<file path="config.mk">
export PLATFORM = sky130hd
export DESIGN_NAME = sccb_write_master
export DESIGN_NICKNAME = d
export VERILOG_FILES = /design/src/rtl/camera_pkg.sv /design/src/rtl/sccb_tick_gen.sv /design/src/rtl/sccb_write_master.sv
export SDC_FILE = /design/constraint.sdc
export NUM_CORES = 1
export LEC_CHECK = 0
export ABC_AREA = 1
export BUFFER_PORTS_ARGS = -buffer_cell sky130_fd_sc_hd__buf_2
export CAP_MARGIN = 5
export CORE_ASPECT_RATIO = 1.25
export CORE_MARGIN = 5
export CORE_UTILIZATION = 60
export DETAILED_ROUTE_END_ITERATION = 8
export GPL_TIMING_DRIVEN = 0
export PLACE_DENSITY = 0.82
export SYNTH_ARGS = -nofsm -noshare
export SYNTH_HDL_FRONTEND = slang
export SYNTH_HIERARCHICAL = 1
export SYNTH_SLANG_ARGS = --single-unit
</file>
<file path="constraint.sdc">
create_clock -name clk -period 2.75 [get_ports clk]
set_input_delay 0.1375 -clock clk [delete_from_list [all_inputs] [get_ports clk]]
set_output_delay 0.1375 -clock clk [all_outputs]
set_load 0.05 [all_outputs]
</file>
<file path="src/rtl/camera_pkg.sv">
// Shared types and constants for the camera control path (SCCB master and its sequencer).
package camera_pkg;
  typedef enum logic [2:0] {IDLE, START, BIT, STOP, DONE} sccb_state_t;

  localparam logic [7:0] OV7670_WR_ID        = 8'h42;
  localparam int         SCCB_BITS_PER_PHASE = 9;
  localparam int         SCCB_PHASES         = 3;
endpackage

</file>
<file path="src/rtl/sccb_tick_gen.sv">
// Quarter-bit timebase: one-cycle tick every Q clocks, realigned by restart.
module sccb_tick_gen #(
  parameter int Q = 10
) (
  input  logic clk,
  input  logic rst_n,
  input  logic restart,
  output logic tick
);
  localparam int W = $clog2(Q);

  logic [W-1:0] cnt;

  // The restart cycle itself counts as the first clock of quarter 0.
  always_ff @(posedge clk or negedge rst_n) begin
    if (!rst_n)       cnt <= '0;
    else if (restart) cnt <= W'(1);
    else if (tick)    cnt <= '0;
    else              cnt <= cnt + 1'b1;
  end

  assign tick = (cnt == W'(Q - 1));
endmodule

</file>
<file path="src/rtl/sccb_write_master.sv">
// SCCB 3-phase write master: {id, addr, data} -> start, 27 bits, stop, done pulse.
// Define SCCB_ACK_CHECK_EN to add siod_in sampling of don't-care bits and a sticky nack output.
module sccb_write_master
  import camera_pkg::*;
#(
  parameter int CLK_FREQ  = 100_000_000,
  parameter int SCCB_FREQ = 100_000
) (
  input  logic       clk,
  input  logic       rst_n,
  input  logic       start,
  input  logic [7:0] id,
  input  logic [7:0] addr,
  input  logic [7:0] data,
  output logic       ready,
  output logic       done,
  output logic       sioc,
  output logic       siod,
  output logic       siod_oe
`ifdef SCCB_ACK_CHECK_EN
  ,
  input  logic       siod_in,
  output logic       nack
`endif
);
  localparam int Q = CLK_FREQ / (4 * SCCB_FREQ);

  sccb_state_t state, state_nx;
  logic [1:0]  qidx, qidx_nx;
  logic [3:0]  bitcnt, bitcnt_nx;
  logic [1:0]  phase, phase_nx;
  logic [23:0] shreg, shreg_nx;
  logic        sioc_nx, siod_nx, oe_nx;
  logic        tick, accept, last_bit;

  assign ready    = (state == IDLE);
  assign done     = (state == DONE);
  assign accept   = start && ready;
  assign last_bit = (bitcnt == 4'(SCCB_BITS_PER_PHASE - 1));

  sccb_tick_gen #(.Q(Q)) u_tick (
    .clk    (clk),
    .rst_n  (rst_n),
    .restart(accept),
    .tick   (tick)
  );

  always_ff @(posedge clk or negedge rst_n) begin
    if (!rst_n) begin
      state   <= IDLE;
      qidx    <= '0;
      bitcnt  <= '0;
      phase   <= '0;
      shreg   <= '0;
      sioc    <= 1'b1;
      siod    <= 1'b1;
      siod_oe <= 1'b1;
    end else begin
      state   <= state_nx;
      qidx    <= qidx_nx;
      bitcnt  <= bitcnt_nx;
      phase   <= phase_nx;
      shreg   <= shreg_nx;
      sioc    <= sioc_nx;
      siod    <= siod_nx;
      siod_oe <= oe_nx;
    end
  end

  always_comb begin
    state_nx  = state;
    qidx_nx   = qidx;
    bitcnt_nx = bitcnt;
    phase_nx  = phase;
    shreg_nx  = shreg;
    sioc_nx   = sioc;
    siod_nx   = siod;
    oe_nx     = siod_oe;
    case (state)
      IDLE: if (start) begin
        state_nx  = START;
        shreg_nx  = {id, addr, data};
        qidx_nx   = '0;
        bitcnt_nx = '0;
        phase_nx  = '0;
        sioc_nx   = 1'b1;
        siod_nx   = 1'b0;
        oe_nx     = 1'b1;
      end
      START: if (tick) begin
        qidx_nx = qidx + 1'b1;
        if (qidx == 2'd1) begin
          state_nx = BIT;
          qidx_nx  = '0;
          sioc_nx  = 1'b0;
          siod_nx  = shreg[23];
        end
      end
      BIT: if (tick) begin
        qidx_nx = qidx + 1'b1;
        if (qidx == 2'd1) sioc_nx = 1'b1;
        if (qidx == 2'd3) begin
          // End of bit: siod takes the next bit's value together with the sioc fall.
          sioc_nx = 1'b0;
          if (last_bit) begin
            bitcnt_nx = '0;
            siod_nx   = shreg[23];
            oe_nx     = 1'b1;
            if (phase == 2'(SCCB_PHASES - 1)) begin
              state_nx = STOP;
              siod_nx  = 1'b0;
            end else begin
              phase_nx = phase + 1'b1;
            end
          end else begin
            shreg_nx  = shreg << 1;
            bitcnt_nx = bitcnt + 1'b1;
            if (bitcnt == 4'(SCCB_BITS_PER_PHASE - 2)) begin
              siod_nx = 1'b1;
              oe_nx   = 1'b0;
            end else begin
              siod_nx = shreg[22];
            end
          end
        end
      end
      STOP: if (tick) begin
        qidx_nx = qidx + 1'b1;
        if (qidx == 2'd0) sioc_nx = 1'b1;
        if (qidx == 2'd1) siod_nx = 1'b1;
        if (qidx == 2'd3) state_nx = DONE;
      end
      DONE:    state_nx = IDLE;
      default: state_nx = IDLE;
    endcase
  end

`ifdef SCCB_ACK_CHECK_EN
  logic flag, flag_nx;

  // Slave pulls siod low on the don't-care bit to acknowledge; a high sample is a nack.
  always_comb begin
    flag_nx = flag;
    if (accept) flag_nx = 1'b0;
    if (state == BIT && tick && qidx == 2'd2 && last_bit && siod_in) flag_nx = 1'b1;
  end

  always_ff @(posedge clk or negedge rst_n) begin
    if (!rst_n) flag <= 1'b0;
    else        flag <= flag_nx;
  end

  assign nack = flag;
`endif
endmodule

</file>
==> summary by stage <==
Yosys
Summing the sequential cell areas from Yosys gives 42.4% of the chip area. In the synthesized netlist, mux cells make up 0% of the area. After synthesis the netlist holds a flip-flop and latch count of 46. The distinct cell type count after synthesis is 28. The share of synthesized cell area in and, or, nand and nor gates is between 40 and 50%. Synthesis produced a netlist with a net count of 411. For this run, the number of Yosys warnings is 6. The compound-gate portion of the synthesized area is approximately 4.6%.

The post-synthesis instance total is approximately 380. The synthesized netlist occupies a cell area of 2720 um^2. The fraction of synthesized cell area in xor and xnor cells is 1.29%. A synthesized cell averages 7.26 um^2. The synthesized-area fraction occupied by adder cells is 4.13%.

The main combinational cell family by area after synthesis is simple AND/OR/NAND/NOR gates.

STA
Based on the critical path, the design can be clocked at up to approximately 540 MHz. Hold timing on the final database bottoms out at a slack of -3.85 ps. At the pin with the least slew margin, the transition time is between 1000 and 1500 ps. Subtracting the final worst setup slack from the clock period gives 1850 ps. The worst setup skew after layout is 6.81 ps.

In this run the tightest slew margin relative to its limit is 32.8%. The total negative slack is 0 ps. Setup repair after global routing left no endpoint under its margin. The number of slew-limit violations in the final report was 0. The final-report hold violation count is 2. Setup violations remaining at the end of the flow were counted as 0. Of the available clock period, the critical path in the final layout requires 67.4%.

Cells and area
The number of antenna diodes in the final layout is 0. The net total in the final layout is 449. The layout overhead on the synthesized area is 11.5%. The non-filler instance count after layout is 472. In the layout the commonest cells are nand2_1, dfrtp_1, nand3_1. The most common library cell in the layout ignoring fill and taps is nand2_1. The count of fill cells added during filler insertion is roughly 400. At the end of the flow the core is filled with cells to 69.2%. The share of post-route cells with drive strength above 1 is 17.4%.

Clock tree
The clock transition at the register clock pins on the worst setup and hold paths after CTS is 90 ps. The later-pin clock latency in the skew report is 300 ps. Buffers added to address setup during post-CTS repair amount to 0. The CTS sink count is 46. The root buffer cell chosen for the clock tree is clkbuf_8. The number of hold-repair buffers added at the cts stage is 0. In this run the deepest clock path goes through 2 buffers. The post-cts sizing count is 0.

The number of clock buffers added by TritonCTS is 5. The CTS H-tree depth is 2. TritonCTS built the clock tree.

Setup path
The element type at the critical path start is a flop. In this design, the critical path's most frequently occurring cell is nand2_1. The category of cells accounting for the largest share of critical-path delay is simple AND/OR/NAND/NOR gates. The category of the most critical setup path is flop to flop.

The worst endpoint required time is 2940 ps. The signal on the critical path passes through inv_1, ha_1, nand2_1, nor2_1, nand2_4, inv_2, nor2_2, nor2_4, nand2_4, buf_6, nand2_1, nand2_1. In this run the critical register-to-register path is launched from u_tick/cnt[1]. For the worst setup path, the data arrival time is 2050 ps. The sort of element at the end of the critical path is a flop. The critical path contains buffers and inverters numbering 3 combined. The most critical setup path has its startpoint at u_tick/cnt[1]. Of all nets on the critical path, the largest fanout is 10.

In this design, the stage delay of the slowest critical-path cell is 400 ps. The library cell contributing the largest single delay on the critical path is dfrtp_1.

Power and ir drop
The share of total power dissipated in combinational logic is 55.5%. The leakage component of the power is 1.73 nW. The highest ir drop seen on vdd is 0.722 mV.

The share of total power dissipated in the clock network is 11.7%. The cell area power density is 1160 nW/um^2. Sequential cells burn 32.7% of the power. For this design the total switching power over the nets is about 1.7 mW. The switching power as a share of total power is between 40% and 50%. The internal power of the cells totals 1.82 mW.

Drt
The total via count in the routed design is 2439. Using the TritonRoute via totals, the vias-per-cell ratio works out to 5.17. After detailed routing, the average wire length per cell comes to 11.9 um. The first routing iteration left between 100 and 150 violations. The number of optimization iterations in the first detailed-route pass is 4. Once detail routing completed, the nets flagged for antenna violations numbered 0. After detailed routing, the number of remaining DRC violations is 0. After detailed routing, the total wire length is around 5600 um.

Floorplan
The number of top-level pins is 32. The die covers around 6000 um^2. For this configuration, the core starts out at a cell density of 62.0%. The vertical extent of the die is ~85 um. In this run the core area contains 27 standard-cell rows. The area of the placeable core is about 4400 um^2.

The die outline width is roughly 70 um.

Job
The total of max-cap violations is 0.

GRT
The overall routing resource usage is 20.6%. The number of antenna violations at the first check in global routing is 0. For this run the aggregate overflow at the end of global routing stands at 0. The first-pass GRT wire length is 10100 um.

Entering global routing, the biggest net connects between 40 and 50 pins. The via count of the first global-routing pass was 2311.

Placed design
The last weighted congestion value of the routability-driven placer is 0.789. The number of placed instances, taps included, is ~460. Detailed placement finished with a half-perimeter wire length of 4060 um.

The count of port buffers added during placement is 31.

Status
The flow ran to the end, but the final reports show violations. The checks that failed: hold timing.

Hold path
The kind of path behind the tightest hold check is input port to asynchronous set/reset pin.
-- per-layer routing --
metal	routed length (um)	part of all wire (%)	GRT usage, %
met5	0	0	0
met4	137	2.4	8.19
met3	204	3.6	3.67
met2	2810	50	35.4
met1	2460	44	25.4
-- worst register-to-register path: cells and delay by family (launching register included) --
kind,cells,cell delay (ps)
AND/OR/NAND/NOR,8,860
flip-flops,1,400
adder cells (fa/ha/maj),1,140
buffers and inverters,3,340
-- through the flow --
step / total power [mW] / setup slack, ps / instance area (um^2) / hold slack [ps]
after floorplan: 2.69 / 1010 / 2720 / -158
after global placement: 3.07 / 953 / 2950 / 373
after detailed placement: 3.14 / 892 / 2950 / 375
after CTS: 3.56 / 873 / 3040 / 39.1
after global routing: 3.91 / 672 / 3040 / 103
final: 3.54 / 897 / 3040 / -3.85
-- logic make-up (layout without fill, tap and decap cells) --
| kind of cell | count (synthesis) | in the layout |
|---|---|---|
| buffers and inverters | 43 | 82 |
| adders and majority gates | 9 | 9 |
| and+or+nand+nor | 251 | 251 |
| xor gates and xnor gates | 4 | 4 |
| DFF | 46 | 46 |
| AOI/OAI and AO/OA | 22 | 22 |
-- synth_stat cells --
master	number	area share [%]
inv_1	28	3.9
o21ai_4	1	0.60
buf_4	6	1.7
or2_2	1	0.23
nand2_4	4	1.7
buf_6	2	0.83
xnor2_1	1	0.32
nand3b_1	1	0.28
nor3_1	1	0.18
o21ai_1	2	0.37
nand3_2	3	1.1
nor2_4	3	1.2
nand2_2	2	0.46
dfrtp_1	43	40
nand4_1	5	1.1
dfstp_2	3	2.9
nor2_2	2	0.46
nand2_1	165	23
nor2_1	26	3.6
a21oi_1	3	0.55
o21bai_1	1	0.28
inv_2	2	0.28
o21ai_0	14	2.6
ha_1	9	4.1
nand3_1	38	7.0
buf_2	5	0.92
a31oi_1	1	0.23
xor2_1	3	0.96
-- final cells by class --
| type | instances | area [um^2] | share of cell area (%) |
|---|---|---|---|
| Multi-Input combinational cell | 286 | 1360 | 44.9 |
| Sequential cell | 46 | 1150 | 38.0 |
| Timing Repair Buffer | 31 | 155 | 5.11 |
| Inverter | 30 | 113 | 3.71 |
| Buffer | 13 | 92.6 | 3.05 |
| Clock buffer | 6 | 72.6 | 2.39 |
| Tap cell | 58 | 72.6 | 2.39 |
| Clock inverter | 2 | 13.8 | 0.453 |
-- final timing paths --
path	to	slack, ps	depth (start not counted)
setup / recovery	shreg[18]	900	12
hold / removal	qidx[0]	-4	1
setup reg to reg	shreg[18]	900	12
hold reg to reg	sioc	460	2
max in group asynchronous	shreg[0]	2130	1
min in group clk	shreg[0]	90	3
-- flip-flops by register name, indices dropped and copies added, names as in the netlist --
register and cells:
shreg 24, u_tick/cnt 8, bitcnt 4, state 3, phase 2, qidx 2, sioc 1, siod 1
siod_oe 1
-- power groups by stage --
stage          Combinational (mW)  Sequential, mW  Clock, mW
2_1_floorplan                1.49            1.20          0
3_3_place_gp                 1.91            1.15          0
3_5_place_dp                 1.98            1.16          0
4_1_cts                      1.98            1.16      0.427
5_1_grt                      2.25            1.20      0.463
6_report                     1.97            1.16      0.415
Power figures use the tool's default switching activity.
